### config.mk
export PLATFORM = sky130hd
export DESIGN_NAME = mem_stage_ctrl
export DESIGN_NICKNAME = d
export VERILOG_FILES = /design/src/rtl/mem_stage_ctrl.sv
export SDC_FILE = /design/constraint.sdc
export NUM_CORES = 1
export LEC_CHECK = 0
export CAP_MARGIN = 20
export CORE_ASPECT_RATIO = 0.8
export CORE_MARGIN = 10
export CORE_UTILIZATION = 35
export DETAILED_ROUTE_END_ITERATION = 8
export MAX_ROUTING_LAYER = met4
export PLACE_DENSITY = 0.75
export SLEW_MARGIN = 30
export SYNTH_ARGS = -nofsm -noshare
export SYNTH_HDL_FRONTEND = slang
export SYNTH_SLANG_ARGS = --single-unit
### constraint.sdc
create_clock -name clk -period 4.6 [get_ports clk]
set_input_delay 1.15 -clock clk [delete_from_list [all_inputs] [get_ports clk]]
set_output_delay 1.15 -clock clk [all_outputs]
set_load 0.005 [all_outputs]
### src/rtl/mem_stage_ctrl.sv
// Memory-stage access controller: zero or more pointer fetches followed by a
// final load or store, with byte-lane steering, alignment faults and a result
// hold buffer so a finished access is never re-issued while the pipeline stalls.
//
// state  | meaning
// ACCESS | issuing pointer fetches / final access for the current op
// HOLD   | final access done, pipeline stalled, result held in hdata
module mem_stage_ctrl #(
   parameter int DATA_W  = 16,
   parameter int MAX_IND = 2,
   parameter int BE_W    = DATA_W / 8,
   parameter int IND_W   = (MAX_IND > 0) ? $clog2(MAX_IND + 1) : 1
) (
   input  logic              clk,
   input  logic              rst_n,
   input  logic [2:0]        op,
   input  logic [IND_W-1:0]  ind_levels,
   input  logic [DATA_W-1:0] base_addr,
   input  logic [DATA_W-1:0] vec_addr,
   input  logic [DATA_W-1:0] src_data,
   input  logic              advance,
   input  logic [DATA_W-1:0] mem_rdata,
   input  logic              data_response,
   output logic              data_request,
   output logic              write_enable,
   output logic [DATA_W-1:0] mem_address,
   output logic [DATA_W-1:0] mem_wdata,
   output logic [BE_W-1:0]   mem_byte_enable,
   output logic [DATA_W-1:0] mem_output,
   output logic              ready,
   output logic              align_fault
);

   localparam int LW = $clog2(BE_W);
   localparam logic [IND_W-1:0] MAX_L = IND_W'(MAX_IND);

   localparam logic [2:0] OP_NONE = 3'd0;
   localparam logic [2:0] OP_LDW  = 3'd1;
   localparam logic [2:0] OP_LDB  = 3'd2;
   localparam logic [2:0] OP_STW  = 3'd3;
   localparam logic [2:0] OP_STB  = 3'd4;
   localparam logic [2:0] OP_VEC  = 3'd5;

   typedef enum logic {ACCESS = 1'b0, HOLD = 1'b1} state_t;

   state_t            state;
   logic [IND_W-1:0]  lvl;
   logic [DATA_W-1:0] ptr;
   logic [DATA_W-1:0] hdata;

   logic [IND_W-1:0]  lvl_target;
   logic              op_valid;
   logic              fetch;
   logic              is_word;
   logic              misaligned;
   logic              fault;
   logic [DATA_W-1:0] cur_addr;
   logic [LW-1:0]     lane;
   logic [7:0]        rd_byte;

   // Decode the current transaction: target level, address, lane and fault.
   always_comb begin
      lvl_target = (ind_levels > MAX_L) ? MAX_L : ind_levels;
      op_valid   = (op == OP_LDW) || (op == OP_LDB) || (op == OP_STW) ||
                   (op == OP_STB) || (op == OP_VEC);
      fetch      = (lvl < lvl_target);
      if (op == OP_VEC)
         cur_addr = vec_addr;
      else if (lvl == '0)
         cur_addr = base_addr;
      else
         cur_addr = ptr;
      lane       = cur_addr[LW-1:0];
      is_word    = fetch || (op == OP_LDW) || (op == OP_STW) || (op == OP_VEC);
      misaligned = |cur_addr[LW-1:0];
      fault      = (state == ACCESS) && op_valid && is_word && misaligned;
      rd_byte    = 8'(mem_rdata >> {lane, 3'b000});
   end

   // Port outputs; reset forces the idle defaults so an abandoned request drops at once.
   always_comb begin
      data_request    = 1'b0;
      write_enable    = 1'b0;
      mem_address     = '0;
      mem_wdata       = '0;
      mem_byte_enable = '1;
      mem_output      = '0;
      ready           = 1'b1;
      align_fault     = 1'b0;
      if (rst_n) begin
         if (state == HOLD) begin
            mem_output = hdata;
         end else if (fault) begin
            align_fault = 1'b1;
         end else if (op_valid) begin
            data_request = 1'b1;
            mem_address  = cur_addr;
            if (fetch) begin
               ready = 1'b0;
            end else begin
               ready = data_response;
               case (op)
                  OP_LDW, OP_VEC: mem_output = mem_rdata;
                  OP_LDB:         mem_output = DATA_W'(rd_byte);
                  OP_STW: begin
                     write_enable = 1'b1;
                     mem_wdata    = src_data;
                  end
                  OP_STB: begin
                     write_enable    = 1'b1;
                     mem_wdata       = DATA_W'(src_data[7:0]) << {lane, 3'b000};
                     mem_byte_enable = BE_W'(1) << lane;
                  end
                  default: mem_output = '0;
               endcase
            end
         end
      end
   end

   // Sequencer: advance through pointer levels, then complete or park in HOLD.
   always_ff @(posedge clk or negedge rst_n) begin
      if (!rst_n) begin
         state <= ACCESS;
         lvl   <= '0;
         ptr   <= '0;
         hdata <= '0;
      end else begin
         case (state)
            ACCESS: begin
               if (fault || !op_valid) begin
                  if (advance) lvl <= '0;
               end else if (data_response) begin
                  if (fetch) begin
                     ptr <= mem_rdata;
                     lvl <= lvl + IND_W'(1);
                  end else if (advance) begin
                     lvl <= '0;
                  end else begin
                     hdata <= mem_output;
                     state <= HOLD;
                  end
               end
            end
            HOLD: begin
               if (advance) begin
                  lvl   <= '0;
                  state <= ACCESS;
               end
            end
            default: state <= ACCESS;
         endcase
      end
   end

endmodule

# Word-level counts from Yosys, hierarchy flattened

Cells that the tools add are included.

Register bits after elaboration: 35
Output and inout bits: 54
Input port bits: 73

Muxes and demuxes: 53
Bitwise gates (word level): 4
Order comparisons: 2
Shift operators: 3
Add/sub/neg operators: 1
Eq/ne operators: 6
Reductions and logical operators: 17

Operator list:

| cell                                                 | number |
|---|---|
| two-way mux 16 bit                                   | 16 |
| one-hot mux 16 bit (2 select lines)                  | 2 |
| two-way mux 1 bit                                    | 22 |
| two-way mux 2 bit                                    | 11 |
| left shift 8 x 4 -> 16 bit                           | 1 |
| right shift 16 x 4 -> 8 bit                          | 1 |
| logical OR 1 bit                                     | 8 |
| equality test 3 x 2 -> 1 bit, second input constant  | 2 |
| equality test 3 bit, second input constant           | 2 |
| AND reduction 5 bit                                  | 1 |
| NOT 1 bit                                            | 4 |
| one-hot mux 2 bit (2 select lines)                   | 1 |
| AND reduction 4 bit                                  | 1 |
| OR reduction 2 bit                                   | 2 |
| equality test 3 x 1 -> 1 bit, second input constant  | 1 |
| logical AND 1 bit                                    | 3 |
| != test 3 x 2 -> 1 bit, second input constant        | 1 |
| adder 2 x 1 -> 2 bit, second input constant          | 1 |
| greater-than comparator 2 bit, second input constant | 1 |
| zero test 2 bit                                      | 1 |
| less-than comparator 2 bit                           | 1 |
| one-hot mux 1 bit (2 select lines)                   | 1 |
| left shift 1 x 1 -> 2 bit, first input constant      | 1 |
| zero test 1 bit                                      | 1 |

# Depth between registers and ports, before layout

Gate-level depths: netlist of run 1.

Word-level depth: 11
Mapped depth: 9
Mapped depth without buffers: 6

# Worst setup path before layout of run 1

Ideal clock, no wire load.

Path type: input to output
Start point: input ind_levels[1]
End point: output mem_wdata[14]
Data arrival time: 2,825 ps
Slack: 625 ps
Buffers on the path: 1
Stages on the path: 7
Cells stage by stage: inv_1 -> ha_1 -> or4b_2 -> nand2_1 -> a211oi_2 -> clkbuf_1 -> a32o_1

Longest elaborated chain between the ends: 11
Elaborated cells on any way between the ends: 13
Classes of those cells: 2 x order compare; 6 x mux; 5 x reduce/logical

RTL lines:

| item                            | line | text |
|---|---|---|
| start, declared                 | 17   | `input logic [IND_W-1:0] ind_levels,` |
| greater-than comparator 2 bit   | 63   | `lvl_target = (ind_levels > MAX_L) ? MAX_L : ind_levels;` |
| two-way mux 2 bit *             | 63   |  |
| less-than comparator 2 bit *    | 66   | `fetch = (lvl < lvl_target);` |
| logical OR 1 bit (3 in series)  | 74   | `is_word = fetch \|\| (op == OP_LDW) \|\| (op == OP_STW) \|\| (op == OP_VEC);` |
| logical AND 1 bit (2 in series) | 76   | `fault = (state == ACCESS) && op_valid && is_word && misaligned;` |
| two-way mux 16 bit *            | 93   | `end else if (fault) begin` |
| two-way mux 16 bit *            | 91   | `if (state == HOLD) begin` |
| two-way mux 16 bit *            | 90   | `if (rst_n) begin` |
| end, declared                   | 27   | `output logic [DATA_W-1:0] mem_wdata,` |

Mark *: on every way between the ends. The rest lies on a longest branch, timed or not.

# Worst setup path in the final report of run 1

Start point: input op[0]
End point: output mem_address[10]

Longest elaborated chain between the ends: 11
Elaborated cells on any way between the ends: 20
Classes of those cells: 5 x eq/ne; 5 x mux; 10 x reduce/logical

RTL lines:

| item                                                                         | line   | text |
|---|---|---|
| start, declared                                                              | 16     | `input logic [2:0] op,` |
| equality test 3 x 1 -> 1 bit or equality test 3 x 2 -> 1 bit (tied branches) | 64, 74 |  |
| logical OR 1 bit (3 in series)                                               | 64     | `op_valid = (op == OP_LDW) \|\| (op == OP_LDB) \|\| (op == OP_STW) \|\|` |
| logical OR 1 bit                                                             | 65     | `(op == OP_STB) \|\| (op == OP_VEC);` |
| logical AND 1 bit (3 in series)                                              | 76     |  |
| two-way mux 16 bit *                                                         | 93     |  |
| two-way mux 16 bit *                                                         | 91     |  |
| two-way mux 16 bit *                                                         | 90     |  |
| end, declared                                                                | 26     | `output logic [DATA_W-1:0] mem_address,` |

Marked as above.

==> results of run 1 <==
-- worst max path at each step --
stage,end,from,depth (start not counted),slack [ns]
final,mem_address[10],op[0],8,0.16
after global routing,mem_address[15],op[2],9,0.02
after CTS,mem_output[5],ind_levels[1],9,-0.006
after detailed placement,mem_wdata[10],ind_levels[1],8,-0.27
after global placement,mem_wdata[11],ind_levels[1],8,-0.45
after floorplan,mem_wdata[14],ind_levels[1],7,0.63
-- logic make-up (layout without fill, tap and decap cells) --
logic type / Yosys count / count (layout)
and+or+nand+nor: 93 / 93
AOI/OAI and AO/OA: 65 / 65
muxes: 51 / 51
buffers and inverters: 36 / 185
DFF: 35 / 35
adders and majority gates: 2 / 2
-- cells in the mapped netlist, drive strengths merged (2+ instances only) --
master	n	area, um^2
mux2i	25	250
nand4b	9	78.8
inv	15	56.3
mux2	26	330
nor2b	2	12.5
and3b	2	17.5
or3	2	12.5
and2	9	56.3
dfrtp	35	876
buf	11	78.8
a21oi	3	15.0
a2111oi	2	42.5
nor2	18	67.6
nand3b	3	22.5
a22o	16	140
a32o	8	80.1
a211oi	18	140
nor3	3	15.0
a31oi	8	50.1
nand3	19	95.1
nor3b	2	15.0
ha	2	25.0
a21o	2	15.0
clkbuf	10	37.5
nand2	20	75.1
o211ai	4	30.0
o311ai	2	17.5
-- sequential cells by signal, indices dropped and copies added, names as in the netlist --
register / flops
ptr: 16
lvl: 2
state: 1
hdata: 16
-- cell type report --
type	count	area, um^2
fillers	644	3010
multi-input cells	211	1740
clock buffers	5	68.8
repair buffers	162	1540
flip-flops and latches	35	876
clock inverters	3	43.8
well taps	105	131
inverters	15	56.3
-- per-layer routing --
layer / up-vias / wire length (um)
met5: - / 0
met4: 0 / 60
met3: 10 / 644
met2: 111 / 4840
met1: 1411 / 4420
li1: 1363 / -
-- repair_timing --
item                       4_1_cts  5_1_grt
setup endpoints to repair       35       28
resized for setup               30       16
cloned                           0        0
buffers inserted                 2        2
pin swaps                        1        2
-- critical path: stages --
cell,delay (ns)
clkdlybuf4s50_1,0.54
buf_4,0.16
nand3b_1,0.12
mux2i_1,0.27
o21bai_2,0.12
buf_6,0.16
a211oi_1,0.20
clkdlybuf4s50_1,0.55
-- through the flow --
stage | instances | instance area [um^2] | TNS (ns)
2_1_floorplan | 282 | 2700 | 0
3_3_place_gp | 524 | 4210 | -11.43
3_5_place_dp | 524 | 4230 | -7.03
4_1_cts | 534 | 4380 | -0.0107
5_1_grt | 536 | 4460 | 0
6_report | 536 | 4460 | 0
-- power by group --
part	internal [mW]	switching (mW)
Sequential	0.423	0.0757
Combinational	0.442	0.351
Clock	0.161	0.120
==> run_results.csv, run 1 <==
group,metric,value,unit
final_layout,finalNetCount,505,
cts,cts_tree,"built",
synthesis,async_flop_share,1.00,
global_routing,met1_usage,0.216,
synthesis,ys.flop_type,"dfrtp_1",
global_routing,grt_pass1_wl,15.6,mm
status,status,"completed",
synthesis,seq_area_frac_synth,0.324,
sta,layout_min_cycle_time,4.44,ns
drt,ant_nets,0,
global_routing,busiest_layer,"met2",
sta,finalSetupViolations,0,
floorplan,dieArea,0.0117,mm^2
global_routing,met2_usage,0.275,
drt,via_per_inst,5.40,
setup_path,arrival,3.29,ns
floorplan,fp.dieH,98.6,um
synthesis,synth_edf_count,0,
synthesis,syn_avg_cell_area,9.58,um^2
setup_path,timing.rr.end,"ptr[15]",
pwr,peakVddDrop,0.197,mV
setup_path,endpoint_kind,"output pin",
setup_path,rr_startpoint,"lvl[0]",
placed_design,dp_hpwl,7.87,mm
cts,clk_pin_slew,0.07,ns
synthesis,synth_top_family_by_area,"multiplexers",
cts,holdBufCountCts,0,
final_layout,drive_above_1_share,0.197,
final_layout,area_growth,64.9,%
setup_path,crit_type,"input port to output pin",
global_routing,grt_overflow,0,
synthesis,synth_xor_area_frac,0,
setup_path,cp_max_fo,17,
drt,drt_iter0_drc,245,
flow_run,max-cap-violations,0,
sta,maxSlewViolCount,0,
floorplan,design.core.area,0.00746,mm^2
synthesis,synth_cell_type_count,40,
synthesis,synth_seq_cells,35,
pwr,p_per_area,353,mW/mm^2
min_path,worstHoldStart,"ptr[10]",
synthesis,synth_fp_nets,357,
synthesis,synthAdderAreaFrac,0.00926,
floorplan,initial_utilization,0.362,
final_layout,post-route-util,0.597,
setup_path,cp-start-kind,"input port",
sta,clock_skew,0.00670,ns
floorplan,die_w,118,um
global_routing,grt_pass1_vias,2835,
synthesis,yosys-mux-area-fraction,0.215,
drt,avgRoutedWirePerCell,18.6,um
floorplan,num_rows,28,
final_layout,n_antenna_cell,0,
final_layout,final_common_cell,"clkdlybuf4s50_1",
cts,cts_htree_levels,2,
pwr,power,1.57,mW
synthesis,synthCells,282,
drt,vias,2895,
cts,ctsLongestPathBuffers,2,
placed_design,portBuffers,126,
final_layout,layout_common_cells,"clkdlybuf4s50_1, dfrtp_1, buf_4",
global_routing,grtUsageMet3,0.0331,
global_routing,antenna_found_initial,0,
setup_path,regToRegSetupSlack,1.49,ns
sta,max_freq,225,MHz
sta,grt_setup_unrepaired,"false",
drt,drc_errors,0,
sta,fin_ws,0.160,ns
placed_design,gp_congestion,0.872,
drt,drt-pass1-iter-count,5,
synthesis,yosys.area_share.simple,0.186,
cts,cts.sinks,35,
min_path,holdPathEnd,"ptr[10]",
drt,drt-total-wl,9.97,mm
min_path,hold_class,"register to register",
min_path,holdPathStages,1,
synthesis,synth_compound_area_frac,0.202,
floorplan,io_pins,127,
placed_design,pre_cts_slack,-0.271,ns
synthesis,ys_warn_count,0,
cts,numCtsBuffers,5,
setup_path,required,3.45,ns
synthesis,syn_area,0.00270,mm^2
sta,timing.final.crit_share,0.965,
global_routing,grt_start_max_net_pins,37,
global_routing,track_usage,0.169,
sta,whs,0.507,ns
cts,cts-root-buf,"clkbuf_8",
setup_path,reg2reg_depth,8,
pwr,p_leak,2.10,nW
sta,hold_violations,0,
sta,slew_headroom,0.412,
cts,worstSkewPairLatency,0.29,ns
sta,worst_slew_pin_slew,0.882,ns
Note: power is estimated with default switching activity, not from simulation.
==> inputs of run 2 (changes only) <==
--- a/config.mk
+++ b/config.mk
@@ -6,11 +6,10 @@
 export NUM_CORES = 1
 export LEC_CHECK = 0
 export CAP_MARGIN = 20
-export CORE_ASPECT_RATIO = 0.8
+export CORE_ASPECT_RATIO = 0.5
 export CORE_MARGIN = 10
 export CORE_UTILIZATION = 35
 export DETAILED_ROUTE_END_ITERATION = 8
-export MAX_ROUTING_LAYER = met4
 export PLACE_DENSITY = 0.75
 export SLEW_MARGIN = 30
 export SYNTH_ARGS = -nofsm -noshare
==> run_results.csv, run 2 (same netlist as run 1, synthesis figures left out) <==
group,metric,value,unit
drt,drt-total-wl,10.7,mm
setup_path,worst-path-buf-inv,3,
pwr,power.switching,571,uW
setup_path,arrival,3.40,ns
floorplan,num_rows,22,
sta,max_freq,220,MHz
setup_path,endpoint_kind,"output pin",
floorplan,initial_utilization,0.365,
pwr,power_frac_clock,0.199,
final_layout,n_antenna_cell,0,
min_path,holdPathEnd,"hdata[7]",
setup_path,startpoint,"ind_levels[1]",
cts,cts_htree_levels,2,
global_routing,grt_pass1_wl,16.2,mm
drt,drt-pass1-iter-count,5,
final_layout,layout_common_cells,"clkdlybuf4s50_1, dfrtp_1, buf_4",
final_layout,instances_no_fill,524,
cts,holdBufCountCts,0,
drt,ant_nets,0,
cts,numCtsBuffers,5,
placed_design,gp_congestion,0.879,
setup_path,cp_slowest_stage_delay,0.58,ns
pwr,p_int,1.06,mW
final_layout,drive_above_1_share,0.199,
global_routing,grtUsageMet3,0.0359,
cts,cts.sinks,35,
setup_path,cp-start-kind,"input port",
pwr,sw_frac_of_total,0.350,
sta,hold_violations,0,
cts,worstSkewPairLatency,0.28,ns
sta,worst_slew_pin_slew,0.863,ns
sta,layout_min_cycle_time,4.55,ns
floorplan,io_pins,127,
sta,finalSetupViolations,0,
setup_path,reg2reg_depth,7,
global_routing,track_usage,0.171,
final_layout,top_regs,"hdata: 16 flops, ptr: 16 flops, lvl: 2 flops",
drt,avgRoutedWirePerCell,20.4,um
setup_path,regToRegSetupSlack,1.62,ns
flow_run,max-cap-violations,0,
setup_path,cp_common_cell,"clkdlybuf4s50_1",
global_routing,met2_usage,0.316,
setup_path,crit_family,"buffers and inverters",
global_routing,antenna_found_initial,0,
placed_design,dp_hpwl,8.41,mm
sta,timing.final.crit_share,0.990,
sta,maxSlewViolCount,0,
cts,ctsLongestPathBuffers,2,
pwr,peakVddDrop,0.171,mV
global_routing,busiest_layer,"met2",
global_routing,grt_pass1_vias,2958,
sta,clock_skew,0.00234,ns
cts,cts_tree,"built",
pwr,p_leak,2.17,nW
global_routing,met1_usage,0.201,
pwr,seqPwrFrac,0.308,
floorplan,design.core.area,0.00740,mm^2
cts,cts-root-buf,"clkbuf_16",
min_path,holdPathStages,1,
global_routing,grt_start_max_net_pins,32,
pwr,p_per_area,365,mW/mm^2
sta,slew_headroom,0.425,
pwr,comb_power_share,0.493,
floorplan,fp.dieH,82.1,um
setup_path,crit_chain,"clkdlybuf4s50_1 > inv_1 > ha_1 > or4b_4 > nand2_4 > a211oi_4 > a22o_1 > clkdlybuf4s50_1",
drt,drt_iter0_drc,267,
setup_path,cp_slowest_cell,"or4b_4",
placed_design,portBuffers,126,
status,status,"completed",
placed_design,dpl_cell_area,0.00420,mm^2
setup_path,rr_startpoint,"lvl[0]",
setup_path,timing.rr.end,"ptr[14]",
placed_design,dp.cells,513,
floorplan,dieArea,0.0118,mm^2
min_path,worstHoldStart,"hdata[7]",
setup_path,cp_max_fo,8,
final_layout,post-route-util,0.603,
cts,clk_pin_slew,0.05,ns
final_layout,fin_area,0.00447,mm^2
drt,vias,2887,
drt,via_per_inst,5.51,
global_routing,grt_overflow,0,
min_path,hold_class,"register to register",
floorplan,die_w,144,um
sta,grt_setup_unrepaired,"true",
drt,drc_errors,0,
final_layout,area_growth,65.2,%
final_layout,finalNetCount,502,
setup_path,required,3.45,ns
final_layout,final_common_cell,"clkdlybuf4s50_1",
sta,fin_setup_tns,0,ns
setup_path,crit_type,"input port to output pin",
[run 2: area by class of cell]
cell class	instances	area [um^2]
Tap cell	96	120
Inverter	15	56.3
Sequential cell	35	876
Clock inverter	3	15.0
Timing Repair Buffer	159	1520
Clock buffer	5	125
Fill cell	611	2940
Multi-Input combinational cell	211	1760
[run 2: metal layers]
| layer | part of all wire | up-vias |
|---|---|---|
| met5 | 0 | - |
| met4 | 0.011 | 0 |
| met3 | 0.080 | 12 |
| met2 | 0.53 | 104 |
| met1 | 0.38 | 1415 |
| li1 | - | 1356 |
[run 2: what timing repair did]
| item | CTS | global route |
|---|---|---|
| gates resized for setup | 28 | 23 |
| pin swaps | 6 | 1 |
| buffers inserted | 3 | 0 |
| setup endpoints to repair | 35 | 30 |
| endpoints found under the hold margin | 0 | 0 |
[run 2: worst max-delay path by stage]
stage | to | slack (ns) | cells past startpoint
5_1_grt | mem_address[11] | -0.04 | 9
6_report | mem_output[15] | 0.05 | 8
4_1_cts | mem_wdata[7] | -0.04 | 10
3_5_place_dp | mem_wdata[11] | -0.39 | 9
3_3_place_gp | mem_wdata[13] | -0.39 | 8
2_1_floorplan | mem_wdata[14] | 0.63 | 7
[run 2: metrics by stage]
step	hold WS [ns]	setup slack, ns	total power [mW]
detailed placement	0.480	-0.389	1.27
floorplan	0.459	0.625	0.950
finish	0.492	0.0459	1.63
global route	0.508	-0.0435	1.73
CTS	0.493	-0.0433	1.62
global placement	0.471	-0.387	1.23
[run 2: power groups by stage]
stage          combinational, mW  clock, mW  sequential, mW
6_report                   0.804      0.324           0.502
3_3_place_gp               0.738          0           0.496
2_1_floorplan              0.475          0           0.475
5_1_grt                    0.869      0.346           0.515
3_5_place_dp               0.766          0           0.504
4_1_cts                    0.787      0.331           0.500
==> inputs of run 3 (changes only) <==
--- a/config.mk
+++ b/config.mk
@@ -11,6 +11,7 @@
 export CORE_UTILIZATION = 35
 export DETAILED_ROUTE_END_ITERATION = 8
 export PLACE_DENSITY = 0.75
+export SETUP_SLACK_MARGIN = 0.2
 export SLEW_MARGIN = 30
 export SYNTH_ARGS = -nofsm -noshare
 export SYNTH_HDL_FRONTEND = slang
==> run_results.csv, run 3 (same netlist as run 1, synthesis figures left out) <==
group,metric,value,unit
cts,ctsLongestPathBuffers,2,
global_routing,grt_start_max_net_pins,32,
cts,holdBufCountCts,0,
drt,via_per_inst,5.57,
placed_design,gp_congestion,0.879,
sta,slew_headroom,0.417,
status,status,"completed",
sta,hold_violations,0,
floorplan,design.core.area,0.00740,mm^2
setup_path,crit_family,"buffers and inverters",
drt,ant_nets,0,
final_layout,fillers,612,
drt,drt-pass1-iter-count,6,
sta,timing.final.crit_share,0.946,
floorplan,die_w,144,um
drt,top_layer,"met4",
setup_path,cp_max_fo,3,
global_routing,antenna_found_initial,0,
final_layout,final_common_cell,"clkdlybuf4s50_1",
setup_path,reg2reg_depth,7,
setup_path,crit_chain,"clkdlybuf4s50_1 > or3_1 > nand4b_1 > buf_4 > o21bai_1 > buf_4 > a21o_1 > clkdlybuf4s50_1",
cts,cts_tree,"built",
pwr,p_per_area,366,mW/mm^2
placed_design,portBuffers,126,
pwr,peakVddDrop,0.172,mV
drt,drc_errors,0,
cts,worstSkewPairLatency,0.28,ns
setup_path,cp_slowest_cell,"clkdlybuf4s50_1",
setup_path,crit_type,"input port to output pin",
setup_path,endpoint_kind,"output pin",
final_layout,drive_above_1_share,0.220,
sta,grt_setup_unrepaired,"true",
placed_design,dpl_cell_area,0.00420,mm^2
flow_run,max-cap-violations,0,
setup_path,regToRegSetupSlack,1.59,ns
final_layout,fin_area,0.00451,mm^2
min_path,hold_class,"register to register",
global_routing,grt_pass1_wl,16.5,mm
floorplan,initial_utilization,0.365,
setup_path,arrival,3.20,ns
setup_path,cp-start-kind,"input port",
cts,cts-root-buf,"clkbuf_16",
final_layout,area_growth,66.9,%
drt,met3_length,848,um
drt,vias,2984,
setup_path,timing.rr.end,"ptr[14]",
final_layout,multi_input_area,0.00174,mm^2
drt,met2_length,5.78,mm
min_path,holdPathStages,1,
setup_path,cp_slowest_stage_delay,0.50,ns
final_layout,n_antenna_cell,0,
final_layout,top_regs,"hdata: 16 flops, ptr: 16 flops, lvl: 2 flops",
floorplan,dieArea,0.0118,mm^2
global_routing,track_usage,0.174,
floorplan,io_pins,127,
sta,fin_setup_tns,0,ns
setup_path,required,3.45,ns
setup_path,rr_startpoint,"lvl[0]",
drt,avgRoutedWirePerCell,20.5,um
floorplan,fp.dieH,82.1,um
cts,cts_htree_levels,2,
cts,numCtsBuffers,5,
cts,cts.sinks,35,
sta,clock_skew,0.00252,ns
drt,wl_met1,4.18,mm
global_routing,grt_overflow,0,
drt,drt_iter0_drc,261,
sta,maxSlewViolCount,0,
final_layout,regArea,876,um^2
global_routing,grt_pass1_vias,3035,
sta,finalSetupViolations,0,
cts,clk_pin_slew,0.06,ns
sta,worst_slew_pin_slew,0.874,ns
placed_design,dp_hpwl,8.41,mm
final_layout,finalNetCount,514,
pwr,p_leak,2.18,nW
min_path,worstHoldStart,"hdata[7]",
sta,layout_min_cycle_time,4.35,ns
min_path,holdPathEnd,"hdata[7]",
pwr,power,1.65,mW
sta,max_freq,230,MHz
setup_path,worst-path-buf-inv,4,
drt,drt-total-wl,11.0,mm
floorplan,num_rows,22,
final_layout,layout_common_cells,"clkdlybuf4s50_1, dlygate4sd2_1, buf_4",
==> run 3: worst max path at each step <==
| stage | startpoint | end | slack, ns | depth (start not counted) |
|---|---|---|---|---|
| 6_report | op[2] | ready | 0.25 | 8 |
| 5_1_grt | op[2] | mem_output[3] | 0.15 | 9 |
| 4_1_cts | op[2] | mem_address[4] | 0.20 | 9 |
| 3_5_place_dp | ind_levels[1] | mem_wdata[11] | -0.39 | 9 |
| 3_3_place_gp | ind_levels[1] | mem_wdata[13] | -0.39 | 8 |
| 2_1_floorplan | ind_levels[1] | mem_wdata[14] | 0.63 | 7 |
==> run 3: worst reg2reg max path: stages (launching register included) <==
cell and delay (ns):
dfrtp_1 0.45, inv_1 0.09, ha_1 0.20, buf_4 0.30, mux2_4 0.41, mux2_4 0.29
or3_1 0.72, mux2_4 0.43
==> run 3: routing by layer <==
metal  global-route usage  up-vias
met5                    0        -
li1                     -     1384
met4               0.0481        0
met1                0.200     1445
met2                0.327      132
met3               0.0376       23
==> run 3: cell type report <==
| cell class | count | area share |
|---|---|---|
| multi-input cells | 211 | 0.385 |
| repair buffers | 171 | 0.351 |
| flip-flops and latches | 35 | 0.194 |
| clock buffers | 5 | 0.0277 |
| well taps | 96 | 0.0266 |
| inverters | 15 | 0.0125 |
| clock inverters | 3 | 0.00333 |
==> run 3: power breakdown <==
group / total, mW / switching [mW] / internal [mW]
Sequential: 0.501 / 0.0774 / 0.424
Combinational: 0.825 / 0.374 / 0.451
Clock: 0.324 / 0.127 / 0.197
Total: 1.65 / 0.579 / 1.07
==> run 3: stage by stage <==
step | setup slack, ns | hold WS, ns | util | std cells
after CTS | 0.200 | 0.493 | 0.599 | 530
after floorplan | 0.625 | 0.459 | - | 282
after global routing | 0.151 | 0.508 | 0.609 | 536
after global placement | -0.387 | 0.471 | 0.566 | 513
after detailed placement | -0.389 | 0.480 | 0.567 | 513
final | 0.247 | 0.493 | 0.609 | 536
==> run 3: repair_timing <==
action | CTS | global route
cloned | 0 | 1
resized for setup | 66 | 6
setup buffers | 9 | 5
pin swaps | 5 | 0
setup endpoints to repair | 52 | 10
